File: config.mk
export PLATFORM = sky130hd
export DESIGN_NAME = ifu_fetch
export DESIGN_NICKNAME = d
export VERILOG_FILES = /design/src/rtl/ifu_fetch.sv
export SDC_FILE = /design/constraint.sdc
export NUM_CORES = 1
export LEC_CHECK = 0
export CELL_PAD_IN_SITES_DETAIL_PLACEMENT = 0
export CELL_PAD_IN_SITES_GLOBAL_PLACEMENT = 1
export CORE_ASPECT_RATIO = 1.5
export CORE_MARGIN = 4
export CORE_UTILIZATION = 36
export CTS_BUF_LIST = sky130_fd_sc_hd__clkbuf_4 sky130_fd_sc_hd__clkbuf_8 sky130_fd_sc_hd__clkbuf_16
export DETAILED_ROUTE_END_ITERATION = 10
export GPL_ROUTABILITY_DRIVEN = 0
export PLACE_DENSITY_LB_ADDON = 0.3
export SLEW_MARGIN = 20
export SYNTH_ARGS = -nofsm -noshare
export SYNTH_HDL_FRONTEND = slang
export SYNTH_SLANG_ARGS = --single-unit
File: constraint.sdc
create_clock -name i_clk -period 4.2 [get_ports i_clk]
set_clock_uncertainty 0.05 [all_clocks]
set_input_delay 1.26 -clock i_clk [delete_from_list [all_inputs] [get_ports i_clk]]
set_output_delay 1.26 -clock i_clk [all_outputs]
set_load 0.01 [all_outputs]
File: src/rtl/ifu_fetch.sv
// ifu_fetch: instruction fetch unit with a single-outstanding memory request,
// a one-entry instruction buffer toward decode, and branch/JAL/JALR redirect
// handling with a kill flag that drops the response of a superseded fetch.
module ifu_fetch #(
  parameter logic [31:0] RESET_PC = 32'h0000_0000
) (
  input  logic        i_clk,
  input  logic        i_reset,
  output logic        o_imem_req,
  output logic [31:0] o_imem_addr,
  input  logic        i_imem_gnt,
  input  logic        i_imem_rvalid,
  input  logic [31:0] i_imem_rdata,
  input  logic        i_redirect,
  input  logic        i_redirect_jalr,
  input  logic [31:0] i_base,
  input  logic [31:0] i_imm,
  output logic [31:0] o_ins,
  output logic [31:0] o_pc,
  output logic        o_ins_vld,
  input  logic        i_ins_rdy,
  output logic        o_misalign
);

  typedef enum logic [1:0] {
    IDLE = 2'd0,
    REQ  = 2'd1,
    WAIT = 2'd2
  } fetch_state_e;

  fetch_state_e state;
  logic [31:0]  pc_f;
  logic [31:0]  addr_q;
  logic         kill;

  logic [31:0]  target_sum;
  logic [31:0]  target;
  logic         redir_ok;
  logic         redir_bad;
  logic         consume;

  // JALR clears bit 0 of the sum; a target with bit 1 set is not word aligned
  // and is refused instead of being followed.
  assign target_sum = i_base + i_imm;
  assign target     = {target_sum[31:1], target_sum[0] & ~i_redirect_jalr};
  assign redir_ok   = i_redirect & ~target[1];
  assign redir_bad  = i_redirect &  target[1];
  assign consume    = o_ins_vld & i_ins_rdy;

  // Fetch FSM, fetch PC, instruction buffer and kill tracking; an accepted
  // redirect is applied last so it overrides increment, capture and consume.
  always_ff @(posedge i_clk) begin
    if (i_reset) begin
      state       <= IDLE;
      pc_f        <= RESET_PC;
      addr_q      <= 32'h0;
      kill        <= 1'b0;
      o_imem_req  <= 1'b0;
      o_imem_addr <= 32'h0;
      o_ins       <= 32'h0;
      o_pc        <= 32'h0;
      o_ins_vld   <= 1'b0;
      o_misalign  <= 1'b0;
    end else begin
      o_misalign <= redir_bad;

      if (consume) begin
        o_ins_vld <= 1'b0;
      end

      case (state)
        IDLE: begin
          // Hold off while a redirect lands so the request uses the new PC.
          if (!redir_ok && (!o_ins_vld || i_ins_rdy)) begin
            state       <= REQ;
            o_imem_req  <= 1'b1;
            o_imem_addr <= pc_f;
          end
        end
        REQ: begin
          if (i_imem_gnt) begin
            state      <= WAIT;
            o_imem_req <= 1'b0;
            addr_q     <= o_imem_addr;
            if (!kill && !redir_ok) begin
              pc_f <= pc_f + 32'd4;
            end
          end
        end
        WAIT: begin
          if (i_imem_rvalid) begin
            state <= IDLE;
            if (kill || redir_ok) begin
              kill <= 1'b0;
            end else begin
              o_ins     <= i_imem_rdata;
              o_pc      <= addr_q;
              o_ins_vld <= 1'b1;
            end
          end
        end
        default: begin
          state      <= IDLE;
          o_imem_req <= 1'b0;
        end
      endcase

      if (redir_ok) begin
        pc_f      <= target;
        o_ins_vld <= 1'b0;
        // The response arriving this very cycle is dropped above, so kill only
        // needs to remain armed when that response is still to come.
        if ((state == REQ) || (state == WAIT && !i_imem_rvalid)) begin
          kill <= 1'b1;
        end
      end
    end
  end

endmodule

==> results.json <==
{
  "via_per_inst": 5.05,
  "overflow": 0,
  "critPathCapture": "pc_f[28]",
  "highest_layer": "met4",
  "peakVddDrop_mv": 0.245,
  "r2r-end": "pc_f[29]",
  "grt_usage_pct": 17.5,
  "r2r_cells": 7,
  "p_total_mw": 4.06,
  "crit_type": "input pin to register",
  "placementRows": 67,
  "postSynthAreaPerCell_um2": 7.78,
  "yosys_warnings": 0,
  "max_slew_margin_pct": 42.4,
  "layout_commonest_cell": "nand2_1",
  "synth_seq_cells": 166,
  "crit_cells": 11,
  "htree_levels": 4,
  "routed-wl-met3_um": 1120,
  "diodes": 0,
  "drc": 0,
  "avgRoutedWirePerCell_um": 14.8,
  "hold_buffers": 0,
  "setup_tns_ps": 0,
  "rrSetupSlack_ps": 1860,
  "die_area_um2": 25200,
  "worstPathMaxFanout": 2,
  "io_buffer_count": 201,
  "post_cts_resized": 0,
  "yosysTopAreaCell": "dfxtp_1",
  "core_region_area_um2": 22400,
  "antenna_found_initial": 0,
  "m1WireLength_um": 9780,
  "firstDrtPassIters": 5,
  "wirelength_um": 22300,
  "initialDrtViolationCount": 362,
  "grt_pass1_wl_um": 35900,
  "yosysTopAreaCellShare_pct": 40.7,
  "max_cap_violations": 0,
  "grt_pass1_vias": 7129,
  "post_cts_buffers": 0,
  "path_cells": "clkdlybuf4s50_1 > ha_1 > inv_1 > fa_1 > and2b_1 > o211ai_2 > a31oi_4 > a41oi_2 > o31a_1 > o2111a_1 > a221o_1",
  "cts_root_buf": "clkbuf_16",
  "mostFrequentLayoutCells": "nand2_1 (308), clkdlybuf4s50_1 (200), dfxtp_1 (166)",
  "clk_latency_ps": 420,
  "ys_seq_area_share_pct": 40.7,
  "synthDistinctLibCells": 75,
  "slew_viol_final": 0,
  "cpPeakStageDelay_ps": 460,
  "cp-end-kind": "register",
  "cpLargestDelayFamily": "compound AO/OA/AOI/OAI gates",
  "cp.required_ps": 4460,
  "drive_above_1_share_pct": 6.16,
  "finalHoldViolCount": 0,
  "syn-num-nets": 1186,
  "grt_max_degree": 82,
  "power_leakage_nw": 3.89,
  "clock.fmax_mhz": 276,
  "status": "finished clean",
  "r2r-start": "state[0]",
  "finalCriticalPeriod_ps": 3630,
  "synthFlopType": "dfxtp_1",
  "finalCritPeriodShare_pct": 86.3,
  "clk_pin_slew_ps": 70,
  "async_flop_share_pct": 0,
  "tightest_slew_ps": 864,
  "synth_edf_count": 0,
  "io_pins": 202,
  "dpl.hpwl_um": 16400,
  "setup_viol": 0,
  "die_x_um": 131,
  "syn_area_um2": 8170,
  "detail-route-antenna-nets": 0,
  "die_h_um": 193,
  "critPathArrivalTime_ps": 3890,
  "start_util_pct": 36.5,
  "cts_sinks": 166,
  "crit_buf_inv": 2,
  "worstSetupStartpoint": "i_base[0]",
  "rsz0062_at_grt": "no",
  "hp-class": "register to register",
  "p_per_area_nw_per_um2": 367,
  "worst_path_max_delay_cell": "clkdlybuf4s50_1",
  "dr_wl_met2_um": 10900,
  "clockBufferDepth": 2,
  "start_kind": "input pin",
  "final_util_pct": 49.5,
  "tritoncts": "done",
  "synth_area_leaders": "dfxtp_1 (41%), nand2_1 (14%), a21oi_1 (10%), ha_1 (4.9%), xnor2_1 (2.8%)",
  "via_count": 7616,
  "area_growth_pct": 35.4,
  "synthCells": 1050,
  "fin_nets": 1356,
  "cts-buffers-inserted": 17
}
==> power breakdown <==
| group | switching (mW) | internal, mW |
|---|---|---|
| sequential | 0.0714 | 1.64 |
| combinational | 0.396 | 0.335 |
| clock | 0.669 | 0.951 |
| total | 1.14 | 2.93 |
==> layout make-up <==
class,count,area [µm²]
Tap cell,276,345
Fill cell,2215,11300
Sequential cell,166,3320
Inverter,8,30.0
Clock inverter,15,193
Timing Repair Buffer,218,2190
Clock buffer,17,425
Multi-Input combinational cell,809,4570
==> flip-flops by register name, indices dropped and copies added (netlist names), 2 cells and up <==
name,cells
o_ins,32
addr_q,32
o_imem_addr,32
state,2
pc_f,32
o_pc,32
==> routing by layer <==
layer / vias up / track usage (%)
li1: 3958 / -
met1: 3411 / 22.1
met2: 220 / 29.6
met3: 27 / 3.60
met4: 0 / 5.62
met5: - / 0
==> worst min path at each step <==
stage | cells past startpoint | slack, ps | startpoint | endpoint
after global placement | 2 | 390 | addr_q[19] | o_pc[19]
after CTS | 2 | 400 | addr_q[13] | o_pc[13]
final | 2 | 400 | addr_q[19] | o_pc[19]
after detailed placement | 2 | 390 | addr_q[13] | o_pc[13]
after floorplan | 2 | 380 | pc_f[1] | o_imem_addr[1]
after global routing | 2 | 410 | addr_q[13] | o_pc[13]
==> stage by stage <==
| step | cells | instance area, µm² | hold WS (ps) | setup slack (ps) |
|---|---|---|---|---|
| 2_1_floorplan | 1050 | 8170 | 377 | 649 |
| 3_3_place_gp | 1477 | 10500 | 388 | 163 |
| 3_5_place_dp | 1477 | 10500 | 393 | 161 |
| 4_1_cts | 1509 | 11100 | 396 | 600 |
| 5_1_grt | 1509 | 11100 | 407 | 420 |
| 6_report | 1509 | 11100 | 397 | 574 |
==> cells in the mapped netlist, types with 10 or more instances <==
master / number
nand3_1: 17
dfxtp_1: 166
a21o_1: 10
nand2_1: 308
a211oi_1: 17
nand4_1: 19
xor2_1: 21
ha_1: 32
clkbuf_1: 50
nor2_1: 50
xnor2_1: 26
o21ai_0: 23
a21oi_1: 164
==> worst reg2reg max path: stages, from the launching register on <==
cell and delay [ps]:
dfxtp_1 490, nor4bb_1 360, nand4_1 290, nor4_2 450
nand3_1 170, xnor2_1 160, a22oi_1 170, nand3_1 90
==> cells by family after synthesis <==
| kind of cell | Yosys count | synth area share (%) |
|---|---|---|
| AO/OA/AOI/OAI | 274 | 20.7 |
| XOR/XNOR | 47 | 5.04 |
| flip-flops | 166 | 40.7 |
| adder cells (fa/ha/maj) | 33 | 5.14 |
| multiplexers | 1 | 0.122 |
| buffers and inverters | 75 | 3.64 |
| AND/OR/NAND/NOR | 454 | 24.7 |
No activity file was read; power rests on OpenSTA's default activity.
